File: config.mk
export PLATFORM = sky130hd
export DESIGN_NAME = mem_port_arbiter
export DESIGN_NICKNAME = d
export VERILOG_FILES = /design/src/rtl/mem_port_arbiter.sv
export SDC_FILE = /design/constraint.sdc
export NUM_CORES = 1
export LEC_CHECK = 0
export CELL_PAD_IN_SITES_DETAIL_PLACEMENT = 0
export CELL_PAD_IN_SITES_GLOBAL_PLACEMENT = 2
export CORE_ASPECT_RATIO = 1.2
export CORE_MARGIN = 5
export CORE_UTILIZATION = 20
export DETAILED_ROUTE_END_ITERATION = 8
export GPL_TIMING_DRIVEN = 0
export PLACE_DENSITY = 0.84
export SYNTH_ARGS = -nofsm -noshare
export SYNTH_HDL_FRONTEND = slang
export SYNTH_SLANG_ARGS = --single-unit
File: constraint.sdc
create_clock -name clk -period 2.04 [get_ports clk]
set_input_delay 0.408 -clock clk [delete_from_list [all_inputs] [get_ports clk]]
set_output_delay 0.408 -clock clk [all_outputs]
set_load 0.01 [all_outputs]
File: src/rtl/mem_port_arbiter.sv
// mem_port_arbiter: shares one single-ported memory between fetch and data.
// Ports: clk/rst; i_* fetch req/done; d_* data req/done; mem_* memory side; err.
module mem_port_arbiter #(
  parameter int unsigned MAX_D_STREAK = 4,
  parameter int unsigned TIMEOUT      = 16
) (
  input  logic        clk,
  input  logic        rst,
  input  logic        i_req,
  input  logic [15:0] i_addr,
  output logic        i_done,
  output logic [15:0] i_rdata,
  input  logic        d_req,
  input  logic        d_wr,
  input  logic [15:0] d_addr,
  input  logic [15:0] d_wdata,
  output logic        d_done,
  output logic [15:0] d_rdata,
  output logic        mem_en,
  output logic        mem_wr,
  output logic [15:0] mem_addr,
  output logic [15:0] mem_wdata,
  input  logic        mem_done,
  input  logic [15:0] mem_rdata,
  output logic        err
);

  typedef enum logic [1:0] {
    IDLE   = 2'd0,
    BUSY_I = 2'd1,
    BUSY_D = 2'd2
  } state_e;

  localparam logic [3:0] STREAK_MAX = 4'(MAX_D_STREAK);
  localparam logic [7:0] CNT_LAST   = 8'(TIMEOUT - 1);

  state_e      state_q, state_d;
  logic        mem_en_q, mem_en_d;
  logic        mem_wr_q, mem_wr_d;
  logic [15:0] mem_addr_q, mem_addr_d;
  logic [15:0] mem_wdata_q, mem_wdata_d;
  logic        err_q, err_d;
  logic [3:0]  streak_q, streak_d;
  logic [7:0]  cnt_q, cnt_d;

  logic        force_i;
  logic        owner_req;

  // Fetch is forced in once data has won MAX_D_STREAK times in a row
  // while fetch was waiting.
  assign force_i = i_req && (streak_q == STREAK_MAX);

  // The current owner must keep its request up until its done.
  assign owner_req = (state_q == BUSY_I) ? i_req : d_req;

  always_comb begin
    state_d     = state_q;
    mem_en_d    = 1'b0;
    mem_wr_d    = mem_wr_q;
    mem_addr_d  = mem_addr_q;
    mem_wdata_d = mem_wdata_q;
    err_d       = err_q;
    streak_d    = streak_q;
    cnt_d       = cnt_q;
    unique case (state_q)
      IDLE: begin
        if (d_req && !force_i) begin
          state_d     = BUSY_D;
          mem_en_d    = 1'b1;
          mem_wr_d    = d_wr;
          mem_addr_d  = d_addr;
          mem_wdata_d = d_wdata;
          cnt_d       = 8'd0;
          if (!i_req) begin
            streak_d = 4'd0;
          end else if (streak_q != STREAK_MAX) begin
            streak_d = streak_q + 4'd1;
          end
          if (d_wr && d_addr[0]) begin
            err_d = 1'b1;
          end
        end else if (i_req) begin
          state_d     = BUSY_I;
          mem_en_d    = 1'b1;
          mem_wr_d    = 1'b0;
          mem_addr_d  = i_addr;
          mem_wdata_d = 16'h0000;
          cnt_d       = 8'd0;
          streak_d    = 4'd0;
        end
      end
      BUSY_I, BUSY_D: begin
        if (!owner_req) begin
          err_d = 1'b1;
        end
        if (mem_done) begin
          state_d = IDLE;
        end else begin
          cnt_d = cnt_q + 8'd1;
          // Abandon the access; a late mem_done lands in IDLE and is ignored.
          if (cnt_q == CNT_LAST) begin
            err_d   = 1'b1;
            state_d = IDLE;
          end
        end
      end
      default: begin
        state_d = IDLE;
      end
    endcase
  end

  always_ff @(posedge clk) begin
    if (rst) begin
      state_q     <= IDLE;
      mem_en_q    <= 1'b0;
      mem_wr_q    <= 1'b0;
      mem_addr_q  <= 16'h0000;
      mem_wdata_q <= 16'h0000;
      err_q       <= 1'b0;
      streak_q    <= 4'd0;
      cnt_q       <= 8'd0;
    end else begin
      state_q     <= state_d;
      mem_en_q    <= mem_en_d;
      mem_wr_q    <= mem_wr_d;
      mem_addr_q  <= mem_addr_d;
      mem_wdata_q <= mem_wdata_d;
      err_q       <= err_d;
      streak_q    <= streak_d;
      cnt_q       <= cnt_d;
    end
  end

  assign i_done    = mem_done && (state_q == BUSY_I);
  assign d_done    = mem_done && (state_q == BUSY_D);
  assign i_rdata   = mem_rdata;
  assign d_rdata   = mem_rdata;
  assign mem_en    = mem_en_q;
  assign mem_wr    = mem_wr_q;
  assign mem_addr  = mem_addr_q;
  assign mem_wdata = mem_wdata_q;
  assign err       = err_q;

endmodule
== Word level (Yosys, flattened, before mapping) ==
Index checks and enable logic that the tools add are counted.
Cells by class
  bitwise gates (word level): 1
  reduce and logical (&&, ||, !) cells: 16
  multiplexer cells: 28
  equality and inequality tests: 11
  $add $sub $neg: 2
Operator list (number)
  two-way mux 16 bit: 4
  two-way mux 8 bit: 3
  two-way mux 4 bit: 4
  case mux 8 bit (2 select lines): 1
  two-way mux 1 bit: 10
  AND reduction 3 bit: 3
  adder 8 x 1 -> 8 bit, second input constant: 1
  equality test 8 x 4 -> 1 bit, second input constant: 1
  two-way mux 2 bit: 4
  inequality test 2 bit, second input constant: 3
  inequality test 3 bit, second input constant: 2
  logical AND 1 bit: 5
  adder 4 x 1 -> 4 bit, second input constant: 1
  equality test 4 x 3 -> 1 bit, second input constant: 1
  inequality test 4 x 3 -> 1 bit, second input constant: 1
  case mux 2 bit (2 select lines): 1
  AND reduction 2 bit: 2
  nonzero test 2 bit: 2
  OR reduction 2 bit: 2
  inequality test 3 x 2 -> 1 bit, second input constant: 1
  equality test 2 x 1 -> 1 bit, second input constant: 1
  equality test 2 bit, second input constant: 1
  logical NOT 2 bit: 1
  case mux 1 bit (2 select lines): 1
  other kinds (2): 2
Storage, ports and cells
  output and inout bits: 69
  flip-flop bits (word level): 49
  word-level logic and storage cells: 66
  input bits: 70

== Depth between registers and ports, before layout ==
  word-level depth: 6
  mapped depth: 8
  gate-level depth less buffers: 6

== Worst setup path before layout ==
No wires, ideal clock.
  path type: reg-to-reg
  start point: reg state_q[0]
  end point: reg cnt_q[7]
  buffers on the path: 0
  data required time: 1969 ps
  arrival time: 1688 ps
  period minus slack after synthesis: 1759 ps
  path slack: 281 ps
  setup time: 71 ps
  cell stages (with the launch flop): 7
  cell sequence: dfxtp_1 inv_1 ha_1 and2b_1 o21ai_2 or4_1 a21oi_1
Between the ends
  longest elaborated chain between the ends: 4
  elaborated cells on any way between the ends: 9
  those cells by class: eq/ne: 4; mux: 1; reduce/logical: 4
RTL lines
  start, declared: RTL line 37  | state_e state_q, state_d;
  start signal, assigned: RTL line 124  | state_q <= state_d;
  equality test 2 x 1 -> 1 bit / equality test 2 bit (equally long branches): RTL line 65  | unique case (state_q)
  OR reduction 2 bit: RTL line 65
  inequality test 2 bit (no line) / nonzero test 2 bit (equally long branches)
  AND reduction 3 bit (no line)
  end signal, assigned: RTL line 131  | cnt_q <= cnt_d;
  end, declared: RTL line 44  | logic [7:0] cnt_q, cnt_d;
Parallel ways exist; a longest one is shown, timed or not.
A chain may end at the register's enable or synchronous reset.

== Worst setup path in the final report ==
  start point: reg state_q[0]
  end point: out d_done
Between the ends
  longest elaborated chain between the ends: 2
RTL lines
  equality test 2 bit: RTL line 136  | assign d_done = mem_done && (state_q == BUSY_D);
  logical AND 1 bit: RTL line 136
  end, declared: RTL line 17  | output logic d_done,
No other way between the ends.

==> results.ini <==
[die]
rows=44
pin_count=139
core_area_mm2=0.0121
die_w_um=111
start_util_pct=20.3
die_area_mm2=0.0146
die_h_um=131

[place]
place_hpwl_um=6280
io_buffers=120
place_area_mm2=0.00385
gp_congestion=0.811

[cts]
cts_hold_buffers=0
cts.reportedPaths.clkPinSlew_ns=0.07
clockBufferDepth=2
post_cts_buffers=0
numCtsBuffers=5
clk-insertion-delay-late_ns=0.29
htreeDepth=2
tritoncts=yes
clockRootBuffer=clkbuf_16
cts.sinks=49

[global_route]
grt_use_total_pct=10.6
grt_pass1_vias=2635
grt_max_degree=17
antenna_found_initial=0
grt_pass1_wl_um=12700
gr-total-overflow=0

[sta]
clock_skew_ns=0.00810
hold_violations=0
tightest_slew_ns=0.511
maxSlewHeadroom_pct=65.9
finalSetupViolCount=0
fmaxAchievable_mhz=516
min_period_ns=1.94
timing.hold.ws_ns=0.451
fin_crit_sh_pct=95.0
rsz0062_at_grt=false
maxSlewViolCount=0

[worst_setup_path]
path_class=flop to output pin
reg2reg_from=state_q[0]$_SDFFE_PP0P_
required_ns=1.63
startpoint_type=flop
worstSetupStartpoint=state_q[0]$_SDFFE_PP0P_
r2r-end=cnt_q[7]$_SDFFE_PP0P_
reg2regPathDepth=6
cp.arrival_ns=1.53
rrSetupSlack_ns=0.14
critPathMaxFanout=3
crit_path_end=d_done
cp-end-kind=output pin

[logic_synthesis]
post-synth-top-count-cell=nand2_1
synth-main-ff-cell=dfxtp_1
synth.distinct_cells=39
synth_area_mm2=0.00245
syn_avg_cell_area_um2=8.05
synth.ff_latch_count=49
syn-num-nets=380
ys_seq_area_share_pct=40.1
ys_top_cells_by_area=dfxtp_1, buf_4, nand2_1
synthArstFlopShare_pct=0
netlist.area_leader.share_pct=40.1
ys_top_cells_by_count=nand2_1, dfxtp_1, buf_4, a21oi_1, nor2_1
yosys_warnings=0
synth_cells=304
synth_edf_count=0
yosys.area.top_type=dfxtp_1

[cells_and_area]
drive_above_1_share_pct=13.7
multi_input_area_mm2=0.00110
fin_nets=507
antenna_cells=0
fin_area_mm2=0.00401
regArea_um2=981
fill_cells=1292
area_delta_synth_final_pct=63.7

[routing]
num_vias=2482
drcViolationCount=0
dr.pass1.iters=4
wirelength_um=7820
drtIter0Drc=86
via_per_inst=4.19
routedWlPerCell_um=13.2
ant_nets=0

[run_status]
status=complete, no violations

[worst_hold_path]
hold_class=flop to flop

[power_and_ir_drop]
ir_drop_uv=333
cellPowerDensity_mw_per_mm2=668
finalPower_mw=2.68
power_leakage_nw=1.54

[job]
cap_viol_max_count=0

## cells by family (layout without fill, tap and decap cells)
family | after synthesis | in the layout | share of synthesized area (%)
flip-flops | 49 | 49 | 40.1
multiplexers | 1 | 1 | 0.409
AO/OA/AOI/OAI | 58 | 58 | 15.7
buffers and inverters | 59 | 187 | 15.1
AND/OR/NAND/NOR | 127 | 127 | 24.2
XOR/XNOR | 4 | 4 | 1.43
adder cells (fa/ha/maj) | 6 | 6 | 3.07
## metal layers
metal | part of all wire, % | GRT usage, %
met1 | 40 | 11.3
met3 | 10 | 5.06
met5 | 0 | 0
met4 | 1.7 | 3.83
met2 | 48 | 18.1
## where the power goes
part           internal, mW  switching (mW)
Sequential             1.03          0.0406
Combinational         0.410           0.350
Clock                 0.457           0.386
## stage by stage
stage | setup slack, ns | util, % | instances | setup TNS, ns
4_1_cts | 0.0337 | 33.1 | 593 | 0
3_3_place_gp | -0.142 | 31.9 | 585 | -4.12
2_1_floorplan | 0.281 | - | 304 | 0
3_5_place_dp | -0.178 | 31.9 | 585 | -5.10
6_report | 0.102 | 33.2 | 593 | 0
5_1_grt | 0.00951 | 33.2 | 593 | 0
## worst max-delay path, cell delays in order, from the launching register on
cell	delay (ns)
dfxtp_1	0.36
inv_1	0.07
ha_1	0.19
and2_1	0.15
clkdlybuf4s50_1	0.48
## worst min path at each step
stage          slack [ns]  cells after the start                        from                          to
6_report             0.45                      2  mem_wdata[14]$_SDFFE_PP0P_  mem_wdata[14]$_SDFFE_PP0P_
5_1_grt              0.48                      2   mem_wdata[7]$_SDFFE_PP0P_   mem_wdata[7]$_SDFFE_PP0P_
3_3_place_gp         0.44                      2  mem_wdata[14]$_SDFFE_PP0P_  mem_wdata[14]$_SDFFE_PP0P_
4_1_cts              0.45                      2  mem_wdata[13]$_SDFFE_PP0P_  mem_wdata[13]$_SDFFE_PP0P_
3_5_place_dp         0.44                      2  mem_wdata[13]$_SDFFE_PP0P_  mem_wdata[13]$_SDFFE_PP0P_
2_1_floorplan        0.44                      2       cnt_q[1]$_SDFFE_PP0P_       cnt_q[1]$_SDFFE_PP0P_
## cell type report
cell class,count,area share (%)
multi-input combinational,196,27.5
sequential,49,24.5
buffer,53,8.75
inverter,6,0.562
clock inverter,3,0.531
timing repair buffer,120,30.0
clock buffer,5,3.12
tap,161,5.03
## registers in the layout, indices dropped and copies added, names as in the netlist
register   count
state_q        2
mem_en         1
mem_wr         1
cnt_q          8
mem_addr      16
streak_q       4
err            1
mem_wdata     16
## timing repair
item	4_1_cts	5_1_grt
cloned	0	0
setup endpoints to repair	2	16
pin swaps	0	0
resized for setup	1	8
## placed cells by master, fill, tap and decap left out, types with 3 or more instances in the layout
cell	count
and2_1	4
o2111ai_1	3
clkbuf_2	3
nand3_1	19
nand4_1	4
dfxtp_1	49
inv_1	6
o21ai_0	3
buf_4	33
a311oi_1	17
ha_1	5
buf_2	7
clkdlybuf4s50_1	118
xor2_1	4
nand2_1	57
a21oi_1	27
nor2_1	24
clkbuf_16	5
clkbuf_1	7
Note: power is estimated with default switching activity, not from simulation.
==> RTL change 1 (config.mk and constraints unchanged) <==
Take the reset off `mem_addr_q` and `mem_wdata_q` and load them in a clocked block of their own.
--- a/src/rtl/mem_port_arbiter.sv
+++ b/src/rtl/mem_port_arbiter.sv
@@ -115,8 +115,6 @@
       state_q     <= IDLE;
       mem_en_q    <= 1'b0;
       mem_wr_q    <= 1'b0;
-      mem_addr_q  <= 16'h0000;
-      mem_wdata_q <= 16'h0000;
       err_q       <= 1'b0;
       streak_q    <= 4'd0;
       cnt_q       <= 8'd0;
@@ -124,12 +122,15 @@
       state_q     <= state_d;
       mem_en_q    <= mem_en_d;
       mem_wr_q    <= mem_wr_d;
-      mem_addr_q  <= mem_addr_d;
-      mem_wdata_q <= mem_wdata_d;
       err_q       <= err_d;
       streak_q    <= streak_d;
       cnt_q       <= cnt_d;
     end
+  end
+
+  always_ff @(posedge clk) begin
+    mem_addr_q  <= mem_addr_d;
+    mem_wdata_q <= mem_wdata_d;
   end
 
   assign i_done    = mem_done && (state_q == BUSY_I);
Check against the original RTL: not equivalent (Yosys sat finds a counterexample within 4 cycles, from zero or initial values and one cycle with rst high).
==> RTL change 1 against the unedited design <==
  * Synthesized area grew 0.87%
  * Setup slack gained 35 ps
  * Wire length shrank 8.9%
  * Critical path type is now reg -> reg
  * Cell area grew 2.9%
  * Die area grew 0.80%
  * First-iteration DRC count grew 17%
  * Total power grew 8.7%
  * Sequential cell count is the same
  * Hold slack gained 5.5 ps
==> RTL change 1: results (changes against the unedited design) <==
CTS
  – CTS resizes: 6 (+5)
  – Post-CTS Setup Inserts: 3 (+3)

Finish
  – Fillers: 1210 (-6.3%)
  – Share of cells above drive strength 1: 15.5% (+1.9 points)
  – Clock-cell share: 4.16% (+0.50 points)
  – Final core utilization: 34.0% (+0.81 points)
  – Fin nets: 455 (-10%)

Pwr
  – Clk. pwr: 0.000949 W (+13%)
  – Flop pwr share: 41.8% (+1.7 points)
  – Leak pwr: 1.63 nW (+6.1%)
  – Internal power: 0.00219 W (+15%)

Global route
  – Gr usage total: 9.56% (-1.0 points)
  – First-pass GRT wire length: 11400 um (-10%)

Worst hold path
  – Hold path start: mem_wr
  – WHS Endpoint: mem_wr

Placed design
  – PortBufs: 121 (+0.83%)
  – Pre-CTS setup slack: -939 ps (-761 ps)
  – GPL Wtd Cong: 0.795 (-2.0%)
  – Post-Place Cells: 527 (-9.9%)

Route
  – Final wirelength: 7130 um (-8.9%)
  – Wire length per cell: 13.2 um (-0.13%)
  – Initial drt markers: 101 (+17%)
  – Vias per inst: 4.04 (-3.5%)

Die
  – Die Footprint: 14700 um^2 (+0.80%)

Logic synthesis
  – Post-synth EDFFs: 32 (+32)
  – Synth Flop Type: edfxtp_1
  – Synth Area in XOR/XNOR: 1.06% (-0.37 points)
  – Post-synth top cells: 56 x nand2_1, 32 x buf_4, 32 x edfxtp_1
  – Synth Area in Adders: 3.04% (-0.026 points)
  – Mapped Nets: 321 (-16%)

Timing
  – Clk_skew: 6.70 ps (-1.41 ps)
  – Hold slack: 457 ps (+5.53 ps)

Worst setup path
  – CP top delay family: simple AND/OR/NAND/NOR gates

Status
  – Status: completed
-- RTL change 1: cell count changes after synthesis, sizes merged, moves of 8 or more --
cell	change
buf	-8
and3	+15
nor2	-15
nand3	-13
a311oi	-17
edfxtp	+32
a21oi	-18
dfxtp	-32
-- RTL change 1: layer usage --
layer  part of all wire, %  GRT usage, %  vias to the layer above
met3                    10          4.28                        4
met2                    45          15.7                      118
met4                  0.70          2.43                        0
li1                      -             -                     1094
met1                    44          11.5                      968
met5                     0             0                        -
-- RTL change 1: worst max-delay path by stage --
| stage | startpoint | to | slack [ps] | depth (start not counted) |
|---|---|---|---|---|
| floorplan | state_q[0] | cnt_q[2] | 80 | 7 |
| global placement | d_req | cnt_q[4] | -900 | 5 |
| detailed placement | d_req | cnt_q[2] | -940 | 5 |
| CTS | streak_q[0] | mem_addr[6] | 40 | 7 |
| global route | state_q[0] | cnt_q[7] | 4 | 7 |
| finish | state_q[0] | cnt_q[7] | 140 | 6 |
==> RTL change 2 (same flow settings) <==
Made on the original files. Set the parameter `TIMEOUT` to 15 (it was 16).
--- a/src/rtl/mem_port_arbiter.sv
+++ b/src/rtl/mem_port_arbiter.sv
@@ -2,7 +2,7 @@
 // Ports: clk/rst; i_* fetch req/done; d_* data req/done; mem_* memory side; err.
 module mem_port_arbiter #(
   parameter int unsigned MAX_D_STREAK = 4,
-  parameter int unsigned TIMEOUT      = 16
+  parameter int unsigned TIMEOUT      = 15
 ) (
   input  logic        clk,
   input  logic        rst,
Formal check against the unedited RTL: same outputs for any inputs over 10 cycles, from zero or initial values and one cycle with rst high; that may be too few to reach the edited logic, so the function may still have changed.
==> RTL change 2 against the unedited design <==
  * Clock power is 32% higher
  * First-iteration DRC count is 24% lower
  * Cell area is 0.66% higher
  * Setup slack better by 6.5 ps
  * Total power is 12% higher
  * Synthesized area is 1.1% lower
  * Wire length hardly changed
  * Sequential cell count stayed put
  * Core utilization is 0.37 points higher
==> RTL change 2: results (changes against the unedited design) <==
Status
  – Status: completed

Route
  – Met1 Wirelength: 3370 um (+6.6%)
  – Initial drt markers: 65 (-24%)
  – Vias per inst: 4.26 (+1.7%)
  – Met2 wire length: 3650 um (-2.0%)

Logic synthesis
  – Area contributors post-synth: dfxtp_1 41%, buf_4 11%, nor2_1 6.8%
  – Post-synth top cells: 49 x dfxtp_1, 44 x nor2_1, 37 x nand2_1
  – Syn Area/Cell: 8.41 um^2 (+4.4%)

Worst hold path
  – Hold Path Class: in -> reg
  – WHS Endpoint: streak_q[3]
  – Hold path start: d_req
  – Hold depth: 3 (+1)

Timing
  – Slew Limit Headroom: 58.5% (-7.4 points)
  – Max Fclk: 0.518 GHz (+0.34%)
  – Hold slack: 477 ps (+25.4 ps)

Placed design
  – Post-Place Cells: 569 (-2.7%)
  – Placed cell area: 3820 um^2 (-0.68%)
  – Hpwl dp: 6080 um (-3.1%)
  – Pre-CTS setup slack: -273 ps (-95.0 ps)
  – GPL Wtd Cong: 0.720 (-11%)

Finish
  – Final cell count without fillers: 577 (-2.7%)
  – Fillers: 1296 (+0.31%)
  – Fin nets: 492 (-3.0%)
  – Share of cells above drive strength 1: 12.7% (-0.92 points)

Pwr
  – Leak pwr: 1.59 nW (+3.3%)

Global route
  – Gr usage total: 10.4% (-0.18 points)
  – First-pass GRT wire length: 12400 um (-2.7%)
## RTL change 2: changes by cell type in the layout (fill, tap and decap cells not counted), moves of 2 or more
cell | unedited run | this run
buf_2 | 7 | 3
nand4_1 | 4 | 2
ha_1 | 5 | 7
bufinv_16 | 0 | 2
nand3_1 | 19 | 3
nor2_1 | 24 | 43
and2b_2 | 2 | 0
a22oi_1 | 0 | 17
nand2_1 | 57 | 36
a21oi_1 | 27 | 8
## RTL change 2: worst max-delay path: stages, from the launching register on
cell	delay (ps)
dfxtp_1	360
inv_1	70
ha_1	180
and2_1	130
clkdlybuf4s50_1	490
## RTL change 2: power by group
part           leakage (nW)  internal (W)  total [W]  switching, W
logic                  1.09      0.000431   0.000801      0.000370
registers             0.402       0.00104    0.00109     0.0000475
clock network        0.0944      0.000708    0.00111      0.000401
## RTL change 2: metal layers
layer	vias up	GRT usage, %
li1	1223	-
met1	1128	12.3
met2	98	17.5
met3	7	4.15
met4	0	2.97
met5	-	0
## RTL change 2: layout make-up
class | count | area, um^2 | area share (%)
inverters | 7 | 26.3 | 0.652
flip-flops and latches | 49 | 981 | 24.3
clock buffers | 5 | 125 | 3.10
repair buffers | 120 | 1200 | 29.8
clock inverters | 3 | 68.8 | 1.71
well taps | 161 | 201 | 5.00
plain buffers | 50 | 333 | 8.26
multi-input cells | 182 | 1090 | 27.1
## RTL change 2: cells by family after synthesis
family | synth area share (%)
AO/OA/AOI/OAI | 17.7
AND/OR/NAND/NOR | 21.3
multiplexers | 0.413
flip-flops | 40.5
adder cells (fa/ha/maj) | 3.62
buffers and inverters | 14.6
XOR/XNOR | 1.81
## RTL change 2: timing repair
item | 4_1_cts | 5_1_grt
setup buffers | 0 | 0
resized for setup | 1 | 9
cloned | 0 | 0
endpoints found under the setup margin | 2 | 37
